--- src/rtl/hs32_mem_arb_pkg.sv ---
// Shared types for the hs32 memory-port arbiter: FSM states, owner encoding, debug view.
// The optional round-robin policy is selected with HS32_MEM_ARB_RR_EN.
package hs32_mem_arb_pkg;

    typedef enum logic [1:0] {
        ARB_IDLE = 2'd0,
        ARB_MEM  = 2'd1,
        ARB_RESP = 2'd2
    } arb_state_e;

    typedef enum logic {
        OWN_FETCH = 1'b0,
        OWN_EXEC  = 1'b1
    } arb_owner_e;

    // Wide enough for STARVE_MAX up to 15.
    localparam int STARVE_W = 4;

    typedef struct packed {
        arb_state_e state;
        arb_owner_e owner;
    } arb_dbg_t;

    function automatic arb_owner_e other_owner(input arb_owner_e own);
        return (own == OWN_FETCH) ? OWN_EXEC : OWN_FETCH;
    endfunction

endpackage

--- src/rtl/hs32_mem_arb_if.sv ---
// Bus bundle between fetch/execute requesters, the arbiter and the memory port.
// Handshake: req* is a level held until the matching 1-cycle ack*; reqm is held until the 1-cycle ackm.
interface hs32_mem_arb_if #(
    parameter int ADDR_W = 32,
    parameter int DATA_W = 32
) ();

    logic [ADDR_W-1:0] addrf;
    logic              reqf;
    logic              ackf;
    logic [DATA_W-1:0] dtrf;

    logic [ADDR_W-1:0] addre;
    logic [DATA_W-1:0] dtwe;
    logic              rwe;
    logic              reqe;
    logic              acke;
    logic [DATA_W-1:0] dtre;

    logic [ADDR_W-1:0] addrm;
    logic [DATA_W-1:0] dtwm;
    logic              rwm;
    logic              reqm;
    logic              ackm;
    logic [DATA_W-1:0] dtrm;

    // Arbiter view.
    modport slave (
        input  addrf, reqf, addre, dtwe, rwe, reqe, ackm, dtrm,
        output ackf, dtrf, acke, dtre, addrm, dtwm, rwm, reqm
    );

    // Requester/memory environment view.
    modport master (
        output addrf, reqf, addre, dtwe, rwe, reqe, ackm, dtrm,
        input  ackf, dtrf, acke, dtre, addrm, dtwm, rwm, reqm
    );

endinterface

--- src/rtl/hs32_mem_arb_pick.sv ---
// Combinational winner select between fetch and execute requests.
// HS32_MEM_ARB_RR_EN selects round-robin; otherwise execute priority with starvation relief.
module hs32_mem_arb_pick
    import hs32_mem_arb_pkg::*;
`ifndef HS32_MEM_ARB_RR_EN
#(
    parameter int STARVE_MAX = 4
)
`endif
(
    input  logic                reqf,
    input  logic                reqe,
`ifdef HS32_MEM_ARB_RR_EN
    input  arb_owner_e          last_own,
`else
    input  logic [STARVE_W-1:0] starve,
`endif
    output logic                grant,
    output arb_owner_e          owner
);

    always_comb begin
        grant = reqf | reqe;
        owner = OWN_EXEC;
        if (reqf && !reqe) begin
            owner = OWN_FETCH;
        end else if (reqf && reqe) begin
`ifdef HS32_MEM_ARB_RR_EN
            owner = other_owner(last_own);
`else
            // Fetch only wins contention once execute has taken STARVE_MAX grants in a row.
            owner = (starve >= STARVE_W'(STARVE_MAX)) ? OWN_FETCH : OWN_EXEC;
`endif
        end
    end

endmodule

--- src/rtl/hs32_mem_arb.sv ---
// Single-port memory arbiter for hs32 fetch and execute; one transaction in flight.
// Define HS32_MEM_ARB_RR_EN for round-robin arbitration instead of execute priority.
module hs32_mem_arb
    import hs32_mem_arb_pkg::*;
#(
    parameter int ADDR_W     = 32,
    parameter int DATA_W     = 32,
    parameter int STARVE_MAX = 4
) (
    input  logic                 clk,
    input  logic                 reset,
    hs32_mem_arb_if.slave        bus,
    output logic                 busy,
    output arb_dbg_t             dbg
);

    arb_state_e        state_q, state_d;
    arb_owner_e        owner_q, owner_d;
    logic [ADDR_W-1:0] addrm_q, addrm_d;
    logic [DATA_W-1:0] dtwm_q, dtwm_d;
    logic              rwm_q, rwm_d;
    logic              reqm_q, reqm_d;
    logic              ackf_q, ackf_d;
    logic              acke_q, acke_d;
    logic [DATA_W-1:0] dtrf_q, dtrf_d;
    logic [DATA_W-1:0] dtre_q, dtre_d;

    logic              pick_grant;
    arb_owner_e        pick_owner;

`ifdef HS32_MEM_ARB_RR_EN
    arb_owner_e        ptr_q, ptr_d;

    hs32_mem_arb_pick u_pick (
        .reqf     (bus.reqf),
        .reqe     (bus.reqe),
        .last_own (ptr_q),
        .grant    (pick_grant),
        .owner    (pick_owner)
    );
`else
    logic [STARVE_W-1:0] starve_q, starve_d;

    hs32_mem_arb_pick #(
        .STARVE_MAX (STARVE_MAX)
    ) u_pick (
        .reqf   (bus.reqf),
        .reqe   (bus.reqe),
        .starve (starve_q),
        .grant  (pick_grant),
        .owner  (pick_owner)
    );
`endif

    always_comb begin
        state_d = state_q;
        owner_d = owner_q;
        addrm_d = addrm_q;
        dtwm_d  = dtwm_q;
        rwm_d   = rwm_q;
        reqm_d  = reqm_q;
        ackf_d  = 1'b0;
        acke_d  = 1'b0;
        dtrf_d  = dtrf_q;
        dtre_d  = dtre_q;
`ifdef HS32_MEM_ARB_RR_EN
        ptr_d   = ptr_q;
`else
        starve_d = starve_q;
`endif
        case (state_q)
            ARB_IDLE: begin
                if (pick_grant) begin
                    state_d = ARB_MEM;
                    owner_d = pick_owner;
                    reqm_d  = 1'b1;
                    if (pick_owner == OWN_FETCH) begin
                        addrm_d = bus.addrf;
                        dtwm_d  = '0;
                        rwm_d   = 1'b0;
                    end else begin
                        addrm_d = bus.addre;
                        dtwm_d  = bus.dtwe;
                        rwm_d   = bus.rwe;
                    end
`ifdef HS32_MEM_ARB_RR_EN
                    ptr_d = pick_owner;
`else
                    // Count only execute wins that actually held fetch off.
                    if (pick_owner == OWN_FETCH) begin
                        starve_d = '0;
                    end else if (bus.reqf) begin
                        starve_d = starve_q + STARVE_W'(1);
                    end
`endif
                end
            end
            ARB_MEM: begin
                if (bus.ackm) begin
                    state_d = ARB_RESP;
                    reqm_d  = 1'b0;
                    if (owner_q == OWN_FETCH) begin
                        dtrf_d = bus.dtrm;
                        ackf_d = 1'b1;
                    end else begin
                        dtre_d = bus.dtrm;
                        acke_d = 1'b1;
                    end
                end
            end
            ARB_RESP: begin
                state_d = ARB_IDLE;
            end
            default: begin
                state_d = ARB_IDLE;
            end
        endcase
    end

    always_ff @(posedge clk) begin
        if (reset) begin
            state_q <= ARB_IDLE;
            owner_q <= OWN_FETCH;
            addrm_q <= '0;
            dtwm_q  <= '0;
            rwm_q   <= 1'b0;
            reqm_q  <= 1'b0;
            ackf_q  <= 1'b0;
            acke_q  <= 1'b0;
            dtrf_q  <= '0;
            dtre_q  <= '0;
`ifdef HS32_MEM_ARB_RR_EN
            ptr_q   <= OWN_FETCH;
`else
            starve_q <= '0;
`endif
        end else begin
            state_q <= state_d;
            owner_q <= owner_d;
            addrm_q <= addrm_d;
            dtwm_q  <= dtwm_d;
            rwm_q   <= rwm_d;
            reqm_q  <= reqm_d;
            ackf_q  <= ackf_d;
            acke_q  <= acke_d;
            dtrf_q  <= dtrf_d;
            dtre_q  <= dtre_d;
`ifdef HS32_MEM_ARB_RR_EN
            ptr_q   <= ptr_d;
`else
            starve_q <= starve_d;
`endif
        end
    end

    assign bus.addrm = addrm_q;
    assign bus.dtwm  = dtwm_q;
    assign bus.rwm   = rwm_q;
    assign bus.reqm  = reqm_q;
    assign bus.ackf  = ackf_q;
    assign bus.acke  = acke_q;
    assign bus.dtrf  = dtrf_q;
    assign bus.dtre  = dtre_q;

    assign busy      = (state_q != ARB_IDLE);
    assign dbg.state = state_q;
    assign dbg.owner = owner_q;

endmodule

--- src/flat_wrapper.sv ---
// flat-port wrapper written by rule: the top's interface ports become plain ports
module hs32_mem_arb_flat import hs32_mem_arb_pkg::*;
#(
    parameter int ADDR_W     = 32,
    parameter int DATA_W     = 32,
    parameter int STARVE_MAX = 4
)
  (clk, reset, busy, dbg, bus_addrf, bus_reqf, bus_addre, bus_dtwe, bus_rwe, bus_reqe, bus_ackm, bus_dtrm, bus_ackf, bus_dtrf, bus_acke, bus_dtre, bus_addrm, bus_dtwm, bus_rwm, bus_reqm);
  hs32_mem_arb_if #(.ADDR_W(ADDR_W), .DATA_W(DATA_W)) bus_i ();
  input  logic clk;
  input  logic reset;
  output logic busy;
  output arb_dbg_t dbg;
  input wire logic [$bits(bus_i.addrf)-1:0] bus_addrf;
  input wire logic [$bits(bus_i.reqf)-1:0] bus_reqf;
  input wire logic [$bits(bus_i.addre)-1:0] bus_addre;
  input wire logic [$bits(bus_i.dtwe)-1:0] bus_dtwe;
  input wire logic [$bits(bus_i.rwe)-1:0] bus_rwe;
  input wire logic [$bits(bus_i.reqe)-1:0] bus_reqe;
  input wire logic [$bits(bus_i.ackm)-1:0] bus_ackm;
  input wire logic [$bits(bus_i.dtrm)-1:0] bus_dtrm;
  output wire logic [$bits(bus_i.ackf)-1:0] bus_ackf;
  output wire logic [$bits(bus_i.dtrf)-1:0] bus_dtrf;
  output wire logic [$bits(bus_i.acke)-1:0] bus_acke;
  output wire logic [$bits(bus_i.dtre)-1:0] bus_dtre;
  output wire logic [$bits(bus_i.addrm)-1:0] bus_addrm;
  output wire logic [$bits(bus_i.dtwm)-1:0] bus_dtwm;
  output wire logic [$bits(bus_i.rwm)-1:0] bus_rwm;
  output wire logic [$bits(bus_i.reqm)-1:0] bus_reqm;
  assign bus_i.addrf = bus_addrf;
  assign bus_i.reqf = bus_reqf;
  assign bus_i.addre = bus_addre;
  assign bus_i.dtwe = bus_dtwe;
  assign bus_i.rwe = bus_rwe;
  assign bus_i.reqe = bus_reqe;
  assign bus_i.ackm = bus_ackm;
  assign bus_i.dtrm = bus_dtrm;
  assign bus_ackf = bus_i.ackf;
  assign bus_dtrf = bus_i.dtrf;
  assign bus_acke = bus_i.acke;
  assign bus_dtre = bus_i.dtre;
  assign bus_addrm = bus_i.addrm;
  assign bus_dtwm = bus_i.dtwm;
  assign bus_rwm = bus_i.rwm;
  assign bus_reqm = bus_i.reqm;
  hs32_mem_arb #(.ADDR_W(ADDR_W), .DATA_W(DATA_W), .STARVE_MAX(STARVE_MAX)) u_core (.clk(clk), .reset(reset), .bus(bus_i), .busy(busy), .dbg(dbg));
endmodule
--- config.mk ---
export PLATFORM = sky130hd
export DESIGN_NAME = hs32_mem_arb_flat
export DESIGN_NICKNAME = d
export VERILOG_FILES = /design/src/rtl/hs32_mem_arb_pkg.sv /design/src/rtl/hs32_mem_arb_if.sv /design/src/rtl/hs32_mem_arb_pick.sv /design/src/rtl/hs32_mem_arb.sv /design/src/flat_wrapper.sv
export SDC_FILE = /design/constraint.sdc
export NUM_CORES = 1
export LEC_CHECK = 0
export ABC_AREA = 1
export CELL_PAD_IN_SITES_DETAIL_PLACEMENT = 1
export CELL_PAD_IN_SITES_GLOBAL_PLACEMENT = 2
export CORE_UTILIZATION = 23
export CTS_BUF_LIST = sky130_fd_sc_hd__clkbuf_8 sky130_fd_sc_hd__clkbuf_16
export DETAILED_ROUTE_END_ITERATION = 16
export HOLD_SLACK_MARGIN = 0.03
export PLACE_DENSITY = 0.94
export SKIP_CTS_REPAIR_TIMING = 1
export SYNTH_ARGS = -nofsm -noshare
export SYNTH_HDL_FRONTEND = slang
export SYNTH_SLANG_ARGS = --single-unit
--- constraint.sdc ---
create_clock -name clk -period 1.9 [get_ports clk]
set_input_delay 0.38 -clock clk [delete_from_list [all_inputs] [get_ports clk]]
set_output_delay 0.38 -clock clk [all_outputs]
set_load 0.01 [all_outputs]
==> results of run 1 <==
==> per-stage QoR <==
step	TNS, ns	setup WS (ns)	cells	area (µm²)
2_1_floorplan	0	0.584	764	5600
3_3_place_gp	0	0.0798	1317	8760
3_5_place_dp	0	0.0116	1317	8760
4_1_cts	-0.149	-0.149	1347	9330
5_1_grt	0	0.0312	1347	9340
6_report	0	0.102	1347	9340
==> state kept, by name, indices dropped and copies added, names as in the netlist <==
register,count
u_core.owner_q,1
u_core.bus.ackf,1
u_core.bus.acke,1
u_core.bus.dtrf,32
u_core.starve_q,4
u_core.bus.rwm,1
u_core.bus.dtwm,32
u_core.bus.addrm,32
u_core.bus.reqm,1
u_core.bus.dtre,32
u_core.state_q,2
==> cells in the mapped netlist, types with 2 or more instances <==
cell type  number
buf_4           4
buf_6           2
buf_2          29
nand2_1       173
nor2_2          3
clkbuf_1       32
nor2_1         70
a21oi_1       102
dfxtp_1       139
o21ai_0         2
inv_2           3
nand3_1       133
inv_1          36
nand4_1        32
==> cell type report <==
cell class              count  share of cell area, %
clock buffers              19                   4.85
flip-flops and latches    139                   29.8
repair buffers            301                   32.9
multi-input cells         519                   25.3
well taps                 319                   4.27
inverters                  39                   1.57
clock inverters            11                   1.30
==> cells in the final DEF, fill, tap and decap left out <==
cell,count
nand3_1,133
clkbuf_8,2
ha_1,1
clkdlybuf4s50_1,267
nor2_2,2
clkinvlp_4,5
nand2_1,172
buf_12,11
dfxtp_1,139
inv_1,36
dlymetal6s2s_1,1
bufinv_16,2
buf_4,22
inv_2,3
clkbuf_16,17
o21ai_0,2
clkinv_2,3
a21oi_1,102
nor2_4,2
nand2_2,1
nor2_1,70
o21bai_1,1
inv_6,1
nor3b_1,1
nand4_1,32
==> how the worst max path moves through the flow <==
stage,startpoint,endpoint,slack (ns)
after floorplan,u_core.state_q[0],u_core.bus.addrm[28],0.58
after global placement,bus_ackm,u_core.bus.dtrf[10],0.08
after detailed placement,bus_reqf,u_core.bus.dtwm[28],0.01
after CTS,u_core.state_q[1],busy,-0.15
after global routing,u_core.state_q[1],dbg[2],0.03
final,u_core.state_q[1],dbg[2],0.10
==> layer usage <==
metal | wire, µm | share of wire, % | global-route usage, % | up-vias
li1 | - | - | - | 3022
met1 | 8850 | 41 | 19.6 | 2909
met2 | 10400 | 48 | 29.9 | 218
met3 | 2070 | 9.6 | 6.90 | 18
met4 | 297 | 1.4 | 4.90 | 0
met5 | 0 | 0 | 0 | -
==> logic make-up (layout without fill, tap and decap cells) <==
group / count (synthesis) / in the layout / share of synthesized area, %
and+or+nand+nor: 413 / 413 / 32.4
adders and majority gates: 1 / 1 / 0.223
buffers and inverters: 106 / 370 / 8.29
AOI/OAI and AO/OA: 105 / 105 / 9.42
DFF: 139 / 139 / 49.7
==> report_power, final <==
part / leakage, nW / internal [mW] / total, mW / switching [mW]
clock network: 0.269 / 1.98 / 3.28 / 1.29
registers: 1.14 / 3.10 / 3.20 / 0.0989
logic: 2.23 / 0.835 / 1.64 / 0.806
==> metrics.txt, run 1 <==
cells along the critical path=clkdlybuf4s50_1; syn nets=899; buffers plus inverters on the worst setup path=1; full die area=about 25000 µm²; drt total wl=21700 µm; I/O pin cnt=between 200 and 300; Async S/R FF share, synth=0%; starting density of the core=around a quarter; first-pass GRT wire length=33300 µm; Pwr Density=869 nW/µm²; ANT nets after route=0; Ant. Diodes=0; YS warnings=0; RSZ-0062 raised after global routing=false; Startpoint Class=flop; status=finished clean; Max-slew headroom=72.9%; final core occ=39.4%; Fin. Hold Viols=0; DRT Pass-1 Iters=4; Syn Std Cell Area=~5600 µm²; worst endpoint required time=1.52 ns; Hold Crit Class=in -> reg; Worst Path Max Fanout=3; Post-synth EDFFs=0; # fillers=about 2.9k; Yosys top cell by area=dfxtp_1; WS Path Type=reg -> out; vias in the first global route=6310; reg-to-reg startpoint=u_core.state_q[1]; Worst Skew=roughly 0.012 ns; Worst Max-Slew Pin Slew=0.407 ns; setup slack, reg-to-reg=0.33 ns; Tot Pwr=8.11 mW; Static Leak=about 3.6 nW; via count=6167; most area-consuming cells after synthesis=dfxtp_1, nand3_1, nand2_1; die height=roughly 160 µm; initial antenna violation count=0; Critical Path Stages=1; Worst Hold Margin=0.287 ns; ys flop type=dfxtp_1; Core Area=23700 µm²; max_cap viols=0; max incr delay on CP=0.60 ns; Worst Hold Depth=2; CTS tree=yes; cells on worst reg2reg path=7; Syn Inst Count=764; largest delay contributor family on the critical path=buffers and inverters; CP Capture Type=primary output; routed len/inst=around 16 µm; total CTS buffers=17; port bufs=approximately 270; footprint of the multi-input gates=about 2400 µm²; DRC=0; layout net count=1152; Yosys top cell area share=49.7%; clk sinks=about 140; clock-pin slew on the worst setup and hold paths=0.06 ns; worst hold path endpoint=u_core.starve_q[0]; Seq/Total Area, Yosys=49.7%; die width=158 µm; grt total ovfl=0; pin count of the biggest net entering global routing=56; Routability Congestion=0.785; Fmax=roughly 0.56 GHz; Site Rows=56; Root Buffer=clkbuf_16; Distinct cells, synth=18; clk_lat worst skew=~0.42 ns; layout cells sized above 1=between 6 and 7%; mean post-synth cell area=about 7.3 µm²; final period utilization=94.6%; Seq cells post-synth=139; gr usage total=about 17%; arrival time at the worst endpoint=1.42 ns; vias per inst=4.58; Iter 0 DRT Violations=236; IR Drop Worst-Case VDD=0.000455 V; Sequential Area=2780 µm²; Min Clock Period, post-route=about 1.8 ns; Hold Crit Start=reset; Max Slew Vio Count=0; synthesis-to-layout area growth=66.6%; Longest Clk Path Bufs=2; hpwl dp=15600 µm; final setup violation count=0; Slowest cell on crit path=clkdlybuf4s50_1; H-tree depth=4; r2r endpoint=u_core.bus.dtwm[31]
(Power assumes the default switching activity.)
==> inputs of run 2 (changes only) <==
--- a/config.mk
+++ b/config.mk
@@ -8,11 +8,12 @@
 export ABC_AREA = 1
 export CELL_PAD_IN_SITES_DETAIL_PLACEMENT = 1
 export CELL_PAD_IN_SITES_GLOBAL_PLACEMENT = 2
+export CORE_ASPECT_RATIO = 0.8
 export CORE_UTILIZATION = 23
 export CTS_BUF_LIST = sky130_fd_sc_hd__clkbuf_8 sky130_fd_sc_hd__clkbuf_16
 export DETAILED_ROUTE_END_ITERATION = 16
 export HOLD_SLACK_MARGIN = 0.03
-export PLACE_DENSITY = 0.94
+export PLACE_DENSITY_LB_ADDON = 0.1
 export SKIP_CTS_REPAIR_TIMING = 1
 export SYNTH_ARGS = -nofsm -noshare
 export SYNTH_HDL_FRONTEND = slang
==> run 2 against run 1 <==
Net effect:
- worst setup slack got worse by 0.0099 ns
- worst hold slack improved by 0.11 ns
- cell count fell by 0.52%
- clock skew fell by 0.0030 ns
- clock-buffer cell count fell by 1
- core utilization barely moved
- critical path type unchanged
- critical endpoint unchanged
- largest power group unchanged
==> metrics.txt, run 2 (synthesized netlist as in run 1, its figures left out) <==
clock-pin slew on the worst setup and hold paths=0.06 ns (about the same); DRC=0 (unchanged); via count=5980 (-3.0%); Worst Hold Depth=2 (unchanged); H-tree depth=4 (unchanged); status=finished clean; Max Slew Vio Count=0 (unchanged); starting density of the core=23.7% (+0.035 points); Max-slew headroom=72.2% (-0.62 points); Post-Place Cell Area=8720 µm² (-0.50%); total CTS buffers=17 (unchanged); grt total ovfl=0 (unchanged); setup slack, reg-to-reg=0.44 ns (+0.11 ns); DR WL met3=1390 µm (-33%); critical path startpoint=u_core.state_q[1]; Fmax=0.553 GHz (-0.55%); routed len/inst=16.0 µm (-0.65%); CTS tree=yes; Longest Clk Path Bufs=2 (unchanged); Top Layer Used=met4; port bufs=269 (unchanged); vias per inst=4.46 (-2.5%); post-layout instance area=9320 µm² (-0.16%); I/O pin cnt=270 (unchanged); max_cap viols=0 (unchanged); gr usage total=17.4% (+0.10 points); arrival time at the worst endpoint=1.43 ns (about the same); WS Path Type=reg -> out; initial antenna violation count=0 (unchanged); clk sinks=139 (unchanged); Hold Crit Start=reset; Routability Congestion=0.741 (-5.5%); Startpoint Class=flop; final setup violation count=0 (unchanged); hpwl dp=14800 µm (-5.7%); full die area=25000 µm² (about the same); layout cells sized above 1=6.72% (-0.19 points); r2r endpoint=u_core.bus.dtwm[21]; Core Area=23600 µm² (-0.15%); pin count of the biggest net entering global routing=51 (-8.9%); # fillers=2829 (-2.7%); most common cell after layout, fill and taps aside=clkdlybuf4s50_1; Site Rows=50 (-11%); reg-to-reg startpoint=u_core.state_q[1]; IR Drop Worst-Case VDD=0.000505 V (+11%); vias in the first global route=6041 (-4.3%); cells on worst reg2reg path=7 (unchanged); TNS Setup=0 ns (unchanged); Worst Path Max Fanout=3 (unchanged); Iter 0 DRT Violations=229 (-3.0%); max incr delay on CP=0.60 ns (about the same); dpl cells=1307 (-0.76%); final period utilization=95.1% (+0.52 points); commonest non-fill, non-tap cells in the layout=clkdlybuf4s50_1, nand2_1, dfxtp_1; Post-Route M1 WL=10400 µm (+17%); worst hold path endpoint=u_core.bus.dtwm[29]; drt total wl=21400 µm (-1.2%); largest delay contributor family on the critical path=buffers and inverters; RSZ-0062 raised after global routing=false; synthesis-to-layout area growth=66.4%; Pwr Density=883 nW/µm² (+1.6%); Min Clock Period, post-route=1.81 ns (+0.00987 ns); Hold Crit Class=in -> reg; Root Buffer=clkbuf_16; WL met2=9390 µm (-10%); CP Capture Type=primary output; die width=177 µm (+12%); worst endpoint required time=1.52 ns (about the same); Worst Skew=0.00915 ns (-0.00299 ns); Fin. Hold Viols=0 (unchanged); clk_lat worst skew=0.43 ns (about the same); layout net count=1149 (-0.26%); ANT nets after route=0 (unchanged); Worst Max-Slew Pin Slew=0.416 ns (+0.00923 ns); Slowest cell on crit path=clkdlybuf4s50_1; buffers plus inverters on the worst setup path=1 (unchanged); first-pass GRT wire length=33800 µm (+1.6%); cells along the critical path=clkdlybuf4s50_1; fin cells=1340 (-0.52%); Static Leak=3.64 nW (+0.10%); DRT Pass-1 Iters=4 (unchanged); die height=142 µm (-10%)
[run 2: final cells by class]
cell class | instances | area [µm²] | share of cell area (%)
antenna | 1 | 2.50 | 0.0268
clock buffer | 18 | 439 | 4.71
clock inverter | 14 | 161 | 1.73
inverter | 39 | 146 | 1.57
multi-input combinational | 519 | 2360 | 25.4
sequential | 139 | 2780 | 29.9
tap | 312 | 390 | 4.19
timing repair buffer | 298 | 3040 | 32.6
[run 2: report_power, final]
part	leakage, nW	switching (mW)	internal [mW]
clock	0.289	1.43	2.00
sequential	1.14	0.0934	3.10
combinational	2.22	0.788	0.818
[run 2: layer usage]
layer  track usage, %  vias to the layer above
li1                 -                     3030
met1             23.3                     2779
met2             27.0                      155
met3             5.95                       16
met4             3.81                        0
met5                0                        -
[run 2: worst max-delay path by stage]
stage	endpoint	slack, ns	cells after the start
floorplan	u_core.bus.addrm[28]	0.58	8
global placement	u_core.bus.addrm[28]	0.14	7
detailed placement	u_core.bus.dtwm[17]	0.11	6
CTS	busy	-0.07	3
global route	dbg[2]	0.03	1
finish	dbg[2]	0.09	1
[run 2: stage by stage]
step | worst slack, ns | util [%] | hold slack [ns] | total power, mW
CTS | -0.0680 | 39.4 | 0.381 | 8.38
global placement | 0.141 | 36.9 | 0.449 | 4.88
floorplan | 0.584 | - | 0.458 | 3.96
global route | 0.0315 | 39.4 | 0.397 | 8.67
detailed placement | 0.110 | 36.9 | 0.453 | 4.89
finish | 0.0923 | 39.4 | 0.395 | 8.23
